### src/rtl/de_selector_pkg.sv
// Shared defaults and select-width helper for the de_selector block.
package de_selector_pkg;

  localparam int DEF_WIDTH = 1;
  localparam int DEF_CH    = 4;

  // Smallest select width w such that 2**w >= ch.
  function automatic int sel_width(input int ch);
    int w;
    w = 1;
    while ((1 << w) < ch) w++;
    return w;
  endfunction

endpackage

### src/rtl/de_selector_slot.sv
// Single output channel: one-entry data register plus full flag with load/drain.
module de_selector_slot
  import de_selector_pkg::*;
#(
  parameter int WIDTH = DEF_WIDTH
) (
  input  logic             iClk,
  input  logic             iRst_n,
  input  logic             iLoad,
  input  logic [WIDTH-1:0] iData,
  input  logic             iReady,
  output logic [WIDTH-1:0] oData,
  output logic             oValid,
  output logic             oFree
);

  logic             r_full;
  logic [WIDTH-1:0] r_data;

  // A load in the same cycle as a drain keeps the slot full with the new word.
  always_ff @(posedge iClk or negedge iRst_n) begin
    if (!iRst_n) begin
      r_full <= 1'b0;
      r_data <= '0;
    end else if (iLoad) begin
      r_full <= 1'b1;
      r_data <= iData;
    end else if (r_full && iReady) begin
      r_full <= 1'b0;
    end
  end

  assign oFree  = ~r_full | iReady;
  assign oData  = r_data;
  assign oValid = r_full;

endmodule

### src/rtl/de_selector_reg.sv
// Registered 1-to-CH demultiplexer with per-channel handshake, broadcast and
// out-of-range error pulse.
module de_selector_reg
  import de_selector_pkg::*;
#(
  parameter int WIDTH = DEF_WIDTH,
  parameter int CH    = DEF_CH,
  parameter int SELW  = sel_width(DEF_CH)
) (
  input  logic                iClk,
  input  logic                iRst_n,
  input  logic [WIDTH-1:0]    iC,
  input  logic [SELW-1:0]     iS,
  input  logic                iBcast,
  input  logic                iValid,
  output logic                oReady,
  output logic [CH*WIDTH-1:0] oZ,
  output logic [CH-1:0]       oValid,
  input  logic [CH-1:0]       iReady,
  output logic                oErr
);

  logic [CH-1:0] w_sel;
  logic [CH-1:0] w_free;
  logic [CH-1:0] w_load;
  logic          w_oob;
  logic          w_tgt_free;
  logic          w_accept;
  logic          r_err;

  // One-hot decode avoids indexing past CH when iS is out of range.
  always_comb begin
    w_sel = '0;
    for (int unsigned k = 0; k < CH; k++) begin
      w_sel[k] = (int'(iS) == int'(k));
    end
  end

  assign w_oob      = (int'(iS) >= CH);
  assign w_tgt_free = |(w_sel & w_free);
  assign oReady     = iBcast ? (&w_free) : (w_oob | w_tgt_free);
  assign w_accept   = iValid & oReady;
  assign w_load     = {CH{w_accept}} & (iBcast ? {CH{1'b1}} : w_sel);

  always_ff @(posedge iClk or negedge iRst_n) begin
    if (!iRst_n) begin
      r_err <= 1'b0;
    end else begin
      r_err <= w_accept & ~iBcast & w_oob;
    end
  end

  assign oErr = r_err;

  for (genvar g = 0; g < CH; g++) begin : g_slot
    de_selector_slot #(
      .WIDTH(WIDTH)
    ) u_slot (
      .iClk  (iClk),
      .iRst_n(iRst_n),
      .iLoad (w_load[g]),
      .iData (iC),
      .iReady(iReady[g]),
      .oData (oZ[g*WIDTH +: WIDTH]),
      .oValid(oValid[g]),
      .oFree (w_free[g])
    );
  end

endmodule

### config.mk
export PLATFORM = sky130hd
export DESIGN_NAME = de_selector_reg
export DESIGN_NICKNAME = d
export VERILOG_FILES = /design/src/rtl/de_selector_pkg.sv /design/src/rtl/de_selector_slot.sv /design/src/rtl/de_selector_reg.sv
export SDC_FILE = /design/constraint.sdc
export NUM_CORES = 1
export LEC_CHECK = 0
export CORE_AREA = 2 2 39 41
export DETAILED_ROUTE_END_ITERATION = 6
export DIE_AREA = 0 0 41 43
export DONT_BUFFER_PORTS = 1
export GPL_TIMING_DRIVEN = 0
export PLACE_DENSITY = 0.48
export RECOVER_POWER = 25
export SYNTH_ARGS = -nofsm -noshare
export SYNTH_HDL_FRONTEND = slang
export SYNTH_HIERARCHICAL = 1
export SYNTH_SLANG_ARGS = --single-unit
### constraint.sdc
create_clock -name iClk -period 1.49 [get_ports iClk]
set_clock_uncertainty 0.15 [all_clocks]
set_input_delay 0.149 -clock iClk [delete_from_list [all_inputs] [get_ports iClk]]
set_output_delay 0.149 -clock iClk [all_outputs]
set_load 0.03 [all_outputs]
# Word-level counts from Yosys, hierarchy flattened
# Index checks and enable logic that the tools add are counted.
[op_classes] mul=0 div=0 muxes=10 bitwise_logic=11 magnitude_cmp=0 addsub=0 shifts=0 n_reduce_logical=11 n_eq_ne=3
[op_table] op="two-way mux 1 bit" n=9
[op_table] op="bitwise AND 4 bit" n=2
[op_table] op="nonzero test 2 bit" n=4
[op_table] op="equality test 2 bit (second input constant)" n=2
[op_table] op="logical AND 1 bit" n=4
[op_table] op="two-way mux 4 bit" n=1
[op_table] op="inverter 1 bit" n=4
[op_table] op="bitwise OR 1 bit" n=4
[op_table] op="AND reduction 4 bit" n=1
[op_table] op="OR reduction 4 bit" n=1
[op_table] op="equality test 2 x 1 -> 1 bit (second input constant)" n=1
[op_table] op="logical NOT 2 bit" n=1
[op_table] op="bitwise AND 1 bit" n=1
[word_totals] n_memories=0 rom_bits=0 output_inout_bits=10 latchBits=0 reg_bits=8 mem_bits_rw=0

# Longest topological paths before layout
[logic_depth] depth_word=8 depth_mapped=5 ltp_nobuf=5

# Modules after synthesis
# Netlist, hierarchy kept.
[modules_own_cells] mod="de_selector_slot" seq_area_each_um2=50.0 cells_per_inst=5 area_per_inst_um2=80.1 n_inst=4
[modules_own_cells] mod="de_selector_reg" seq_area_each_um2=0.0 cells_per_inst=22 area_per_inst_um2=135.1 n_inst=1

# Worst setup path before layout
# OpenSTA, ideal clock, no wires.
[synth_timing] path_type="register -> register" startpoint="register g_slot[2].u_slot.r_full" endpoint="register g_slot[0].u_slot.r_data" arrival_time_ps=1492 setup_ps=125 setup_slack_ps=-277 synth_period_minus_slack_ps=1767 stages_incl_launch_ff=6 cell_sequence="dfrtp_1 nand2b_1 and3_4 and3_1 o21a_1 mux2_4"
[synth_between] elab_chain_cells=7
[synth_rtl] element="from (decl)" line_no="de_selector_slot.sv:17" source="logic r_full;"
[synth_rtl] element="from (signal assigned)" line_no="de_selector_slot.sv:23" source="r_full <= 1'b0;"
[synth_rtl] element="from (signal assigned)" line_no="de_selector_slot.sv:26" source="r_full <= 1'b1;"
[synth_rtl] element="from (signal assigned)" line_no="de_selector_slot.sv:29" source="r_full <= 1'b0;"
[synth_rtl] element="inverter 1 bit (*)" line_no="de_selector_slot.sv:33" source="assign oFree = ~r_full | iReady;"
[synth_rtl] element="bitwise OR 1 bit (*)" line_no="de_selector_slot.sv:33"
[synth_rtl] element="via w_free[2]" line_no="de_selector_reg.sv:24" source="logic [CH-1:0] w_free;"
[synth_rtl] element="bitwise AND 4 bit" line_no="de_selector_reg.sv:40" source="assign w_tgt_free = |(w_sel & w_free);"
[synth_rtl] element="OR reduction 4 bit" line_no="de_selector_reg.sv:40"
[synth_rtl] element="two-way mux 1 bit (*)" line_no="de_selector_reg.sv:41" source="assign oReady = iBcast ? (&w_free) : (w_oob | w_tgt_free);"
[synth_rtl] element="bitwise AND 1 bit (*)" line_no="de_selector_reg.sv:42" source="assign w_accept = iValid & oReady;"
[synth_rtl] element="bitwise AND 4 bit (*)" line_no="de_selector_reg.sv:43" source="assign w_load = {CH{w_accept}} & (iBcast ? {CH{1'b1}} : w_sel);"
[synth_rtl] element="via w_load[0]" line_no="de_selector_reg.sv:25" source="logic [CH-1:0] w_load;"
[synth_rtl] element="to (signal assigned)" line_no="de_selector_slot.sv:27" source="r_data <= iData;"
[synth_rtl] element="to (decl)" line_no="de_selector_slot.sv:18" source="logic [WIDTH-1:0] r_data;"
# The timed path passes the listed nets; every way through them passes the cells marked *.
# A chain may end at the register's enable or synchronous reset.

# Worst setup path after layout
[layout_timing] startpoint="register g_slot[0].u_slot.r_full" endpoint="output port oReady"
[layout_between] elab_chain_cells=5
[layout_rtl] element="from (decl)" line_no="de_selector_slot.sv:17"
[layout_rtl] element="from (signal assigned)" line_no="de_selector_slot.sv:23"
[layout_rtl] element="from (signal assigned)" line_no="de_selector_slot.sv:26"
[layout_rtl] element="from (signal assigned)" line_no="de_selector_slot.sv:29"
[layout_rtl] element="inverter 1 bit (*)" line_no="de_selector_slot.sv:33"
[layout_rtl] element="bitwise OR 1 bit (*)" line_no="de_selector_slot.sv:33"
[layout_rtl] element="via w_free[0]" line_no="de_selector_reg.sv:24"
[layout_rtl] element="bitwise AND 4 bit" line_no="de_selector_reg.sv:40"
[layout_rtl] element="OR reduction 4 bit" line_no="de_selector_reg.sv:40"
[layout_rtl] element="two-way mux 1 bit (*)" line_no="de_selector_reg.sv:41"
[layout_rtl] element="to (decl)" line_no="de_selector_reg.sv:16" source="output logic oReady,"
# Marks and branches as above.

==> impl_metrics.env <==
export IMPL_pleak_nw=0.307
export IMPL_routed_via_density=5.20
export IMPL_worstPathRequired_ns=1.19
export IMPL_floorplan_die_width_um=41
export IMPL_tns_ns=-1.34
export IMPL_h_tree_depth=1
export IMPL_slowest_cell_on_the_critical_path="sky130_fd_sc_hd__dfrtp_2"
export IMPL_number_of_cells_traversed_by_the_worst_register_to_register_path=5
export IMPL_clkTransAtPathRegs_ns=0.07
export IMPL_nets=66
export IMPL_violations_in_the_final_reports="negative setup slack"
export IMPL_post_synth_top_area_fraction_pct=44.0
export IMPL_dieArea_sq_um=1760
export IMPL_timing_final_crit_share_pct=120
export IMPL_vias=364
export IMPL_clk_insertion_delay_late_ns=0.26
export IMPL_worst_hold_path_endpoint="g_slot[2].u_slot/oValid"
export IMPL_grt_max_degree=10
export IMPL_post_route_min_period_ns=1.79
export IMPL_post_dp_hpwl_um=771
export IMPL_crit_chain="nand2b_4 -> nand2b_4 -> a211o_1 -> nand4_1"
export IMPL_postSynthAreaPerCell_sq_um=10.8
export IMPL_critPathMaxFanout=3
export IMPL_reg2reg_setup_slack_ns=-0.25
export IMPL_cts_buffers=3
export IMPL_route_final_wire_length_um=1030
export IMPL_grt_overflow_total=0
export IMPL_grtUsageTotal_pct=13.3
export IMPL_gpl_wtd_cong=0.560
export IMPL_first_global_vias=385
export IMPL_tritoncts="done"
export IMPL_drive_gt1_share_pct=61.1
export IMPL_initial_utilization_pct=32.9
export IMPL_fillCellCount=135
export IMPL_netlist_top_cell_by_area="sky130_fd_sc_hd__dfrtp_1"
export IMPL_power_density_cell_area_nw_per_um2=1270
export IMPL_cts_num_sinks=8
export IMPL_regArea_sq_um=205
export IMPL_core_area_sq_um=1380
export IMPL_floorplan_die_height_um=43
export IMPL_wl_met3_um=72
export IMPL_layout_cells_non_filler=70
export IMPL_diodes=0
export IMPL_detail_route_drc_violations=0
export IMPL_grt_antenna_before_repair=0
export IMPL_synth_top_cells_by_area="sky130_fd_sc_hd__dfrtp_1 (44%), sky130_fd_sc_hd__mux2_4 (13%), sky130_fd_sc_hd__nand2b_2 (7.7%), sky130_fd_sc_hd__nand2b_1 (6.9%), sky130_fd_sc_hd__o21a_1 (3.3%)"
export IMPL_setup_viol=7
export IMPL_worst_setup_path_type="flip-flop to primary output"
export IMPL_timing_hold_violations_final=0
export IMPL_worst_hold_path_num_cells=3
export IMPL_grt_pass1_wl_um=1560
export IMPL_maxSlewViolCount=0
export IMPL_critPathArrivalTime_ns=1.49
export IMPL_hold_class="primary input to flip-flop"
export IMPL_clock_root_buffer="sky130_fd_sc_hd__clkbuf_4"
export IMPL_setup_worst_path_start_class="flip-flop"
export IMPL_instance_count_of_the_mapped_netlist=42
export IMPL_multiInputGateArea_sq_um=338
export IMPL_syn_area_sq_um=455
export IMPL_m1WireLength_um=389
export IMPL_crit_reg2reg_launch="g_slot[0].u_slot/oValid"
export IMPL_wl_per_cell_um=14.7
export IMPL_critPathMaxStageDelay_ns=0.48
export IMPL_synth_sequential_area_ratio_pct=44.0
export IMPL_irDropWorstVdd_mv=0.576
export IMPL_num_rows=14
export IMPL_drt_pass1_iterations=4
export IMPL_synth_ff_latch_count=8
export IMPL_route_top_layer_used="met4"
export IMPL_rsz0062_at_grt="yes"
export IMPL_placedCellCount=58
export IMPL_cts_root_to_sink_buffers=2
export IMPL_worstSetupEndpointType="primary output"
export IMPL_met2WireLength_um=561
export IMPL_worstReg2RegEnd="g_slot[0].u_slot/oData"
export IMPL_violation_count_after_the_first_detailed_routing_iteration=2
export IMPL_post_synth_num_cell_types=20
export IMPL_status="finished, violations left"
export IMPL_detailedPlace_worstSlack_ns=-0.215
export IMPL_achievable_freq_ghz=0.559
export IMPL_maxCapViolations=0
export IMPL_area_delta_synth_final_pct=48.4
export IMPL_ios=21
export IMPL_remaining_antenna_violation_count_after_routing=0
export IMPL_setup_ws_ns=-0.299
export IMPL_ys_warnings_count=6
export IMPL_cpMostUsedCell="sky130_fd_sc_hd__nand2b_4"
export IMPL_port_buffers=0
export IMPL_mappedNetlistNets=53
export IMPL_hp_start="iReady[2]"
-- state kept, by name, summed over array words and instances (netlist names) --
register and cells:
g_slot.u_slot/oValid 4, g_slot.u_slot/oData 4
-- logic make-up after synthesis --
family	after synthesis	share of synthesized area, %
and+or+nand+nor	22	31.3
DFF	8	44.0
AOI/OAI and AO/OA	5	7.97
muxes	4	13.2
buffers and inverters	2	2.75
other	1	0.823
-- Yosys cell counts, drive strengths merged --
cell type  number
buf             2
nor3            2
mux2            4
nand3           2
conb            1
nand2           2
a21boi          1
nor2            2
nand2b          9
nand4b          1
nand4           1
a21oi           1
and3b           1
and3            2
o21a            2
a211o           1
dfrtp           8
-- report_power, final --
group / leakage (nW) / switching, W / total (W) / internal (W)
Sequential: 0.0926 / 0.000152 / 0.000424 / 0.000272
Combinational: 0.200 / 0.000100 / 0.000253 / 0.000153
Clock: 0.0150 / 0.0000778 / 0.000180 / 0.000103
-- area by class of cell --
class	instances	share of cell area (%)
Clock buffer	4	3.89
Buffer	2	1.85
Timing Repair Buffer	8	10.9
Tap cell	16	2.96
Sequential cell	8	30.4
Multi-Input combinational cell	32	50.0
-- layer usage --
metal | vias to the layer above | global-route usage (%)
met4 | 0 | 8.00
met2 | 12 | 20.6
li1 | 171 | -
met5 | - | 0
met3 | 2 | 2.09
met1 | 179 | 16.3
-- stage by stage --
step / util (%) / power (W) / hold WS (ns) / cell area, sq um
2_1_floorplan: - / 0.000570 / -0.297 / 490
3_3_place_gp: 36.9 / 0.000594 / -0.296 / 510
3_5_place_dp: 36.9 / 0.000599 / -0.296 / 510
4_1_cts: 44.9 / 0.000834 / 0.0255 / 622
5_1_grt: 48.8 / 0.000901 / 0.0323 / 676
6_report: 48.8 / 0.000858 / 0.0313 / 676
-- worst max path at each step --
stage	from	end	slack (ns)	cells past startpoint
2_1_floorplan	g_slot[2].u_slot/oValid	g_slot[0].u_slot/oData	-0.13	5
3_3_place_gp	g_slot[2].u_slot/oValid	g_slot[0].u_slot/oData	-0.20	5
3_5_place_dp	g_slot[2].u_slot/oValid	g_slot[2].u_slot/oData	-0.21	5
4_1_cts	g_slot[0].u_slot/oValid	oReady	-0.29	4
5_1_grt	g_slot[0].u_slot/oValid	oReady	-0.33	4
6_report	g_slot[0].u_slot/oValid	oReady	-0.30	4
-- placed cells by master, fill, tap and decap left out, types with 2 or more instances in the layout --
cell type / n
sky130_fd_sc_hd__buf_4: 5
sky130_fd_sc_hd__dlygate4sd3_1: 2
sky130_fd_sc_hd__dfrtp_1: 4
sky130_fd_sc_hd__and3_4: 2
sky130_fd_sc_hd__nor3_1: 2
sky130_fd_sc_hd__o21a_1: 2
sky130_fd_sc_hd__clkbuf_4: 3
sky130_fd_sc_hd__nand2b_4: 7
sky130_fd_sc_hd__mux2_4: 4
sky130_fd_sc_hd__dfrtp_2: 4
-- worst max-delay path: cells and delay by family (launching register included) --
| family | cells | cell delay [ns] |
|---|---|---|
| flops | 1 | 0.48 |
| simple gates | 3 | 0.47 |
| compound gates | 1 | 0.29 |
-- repair_timing --
item	in CTS	in global routing
buffers inserted	3	2
hold endpoints to repair	13	0
gates resized for setup	8	7
hold buffers	3	0
setup endpoints to repair	7	9
pin swaps	6	5
Power figures use the tool's default switching activity.
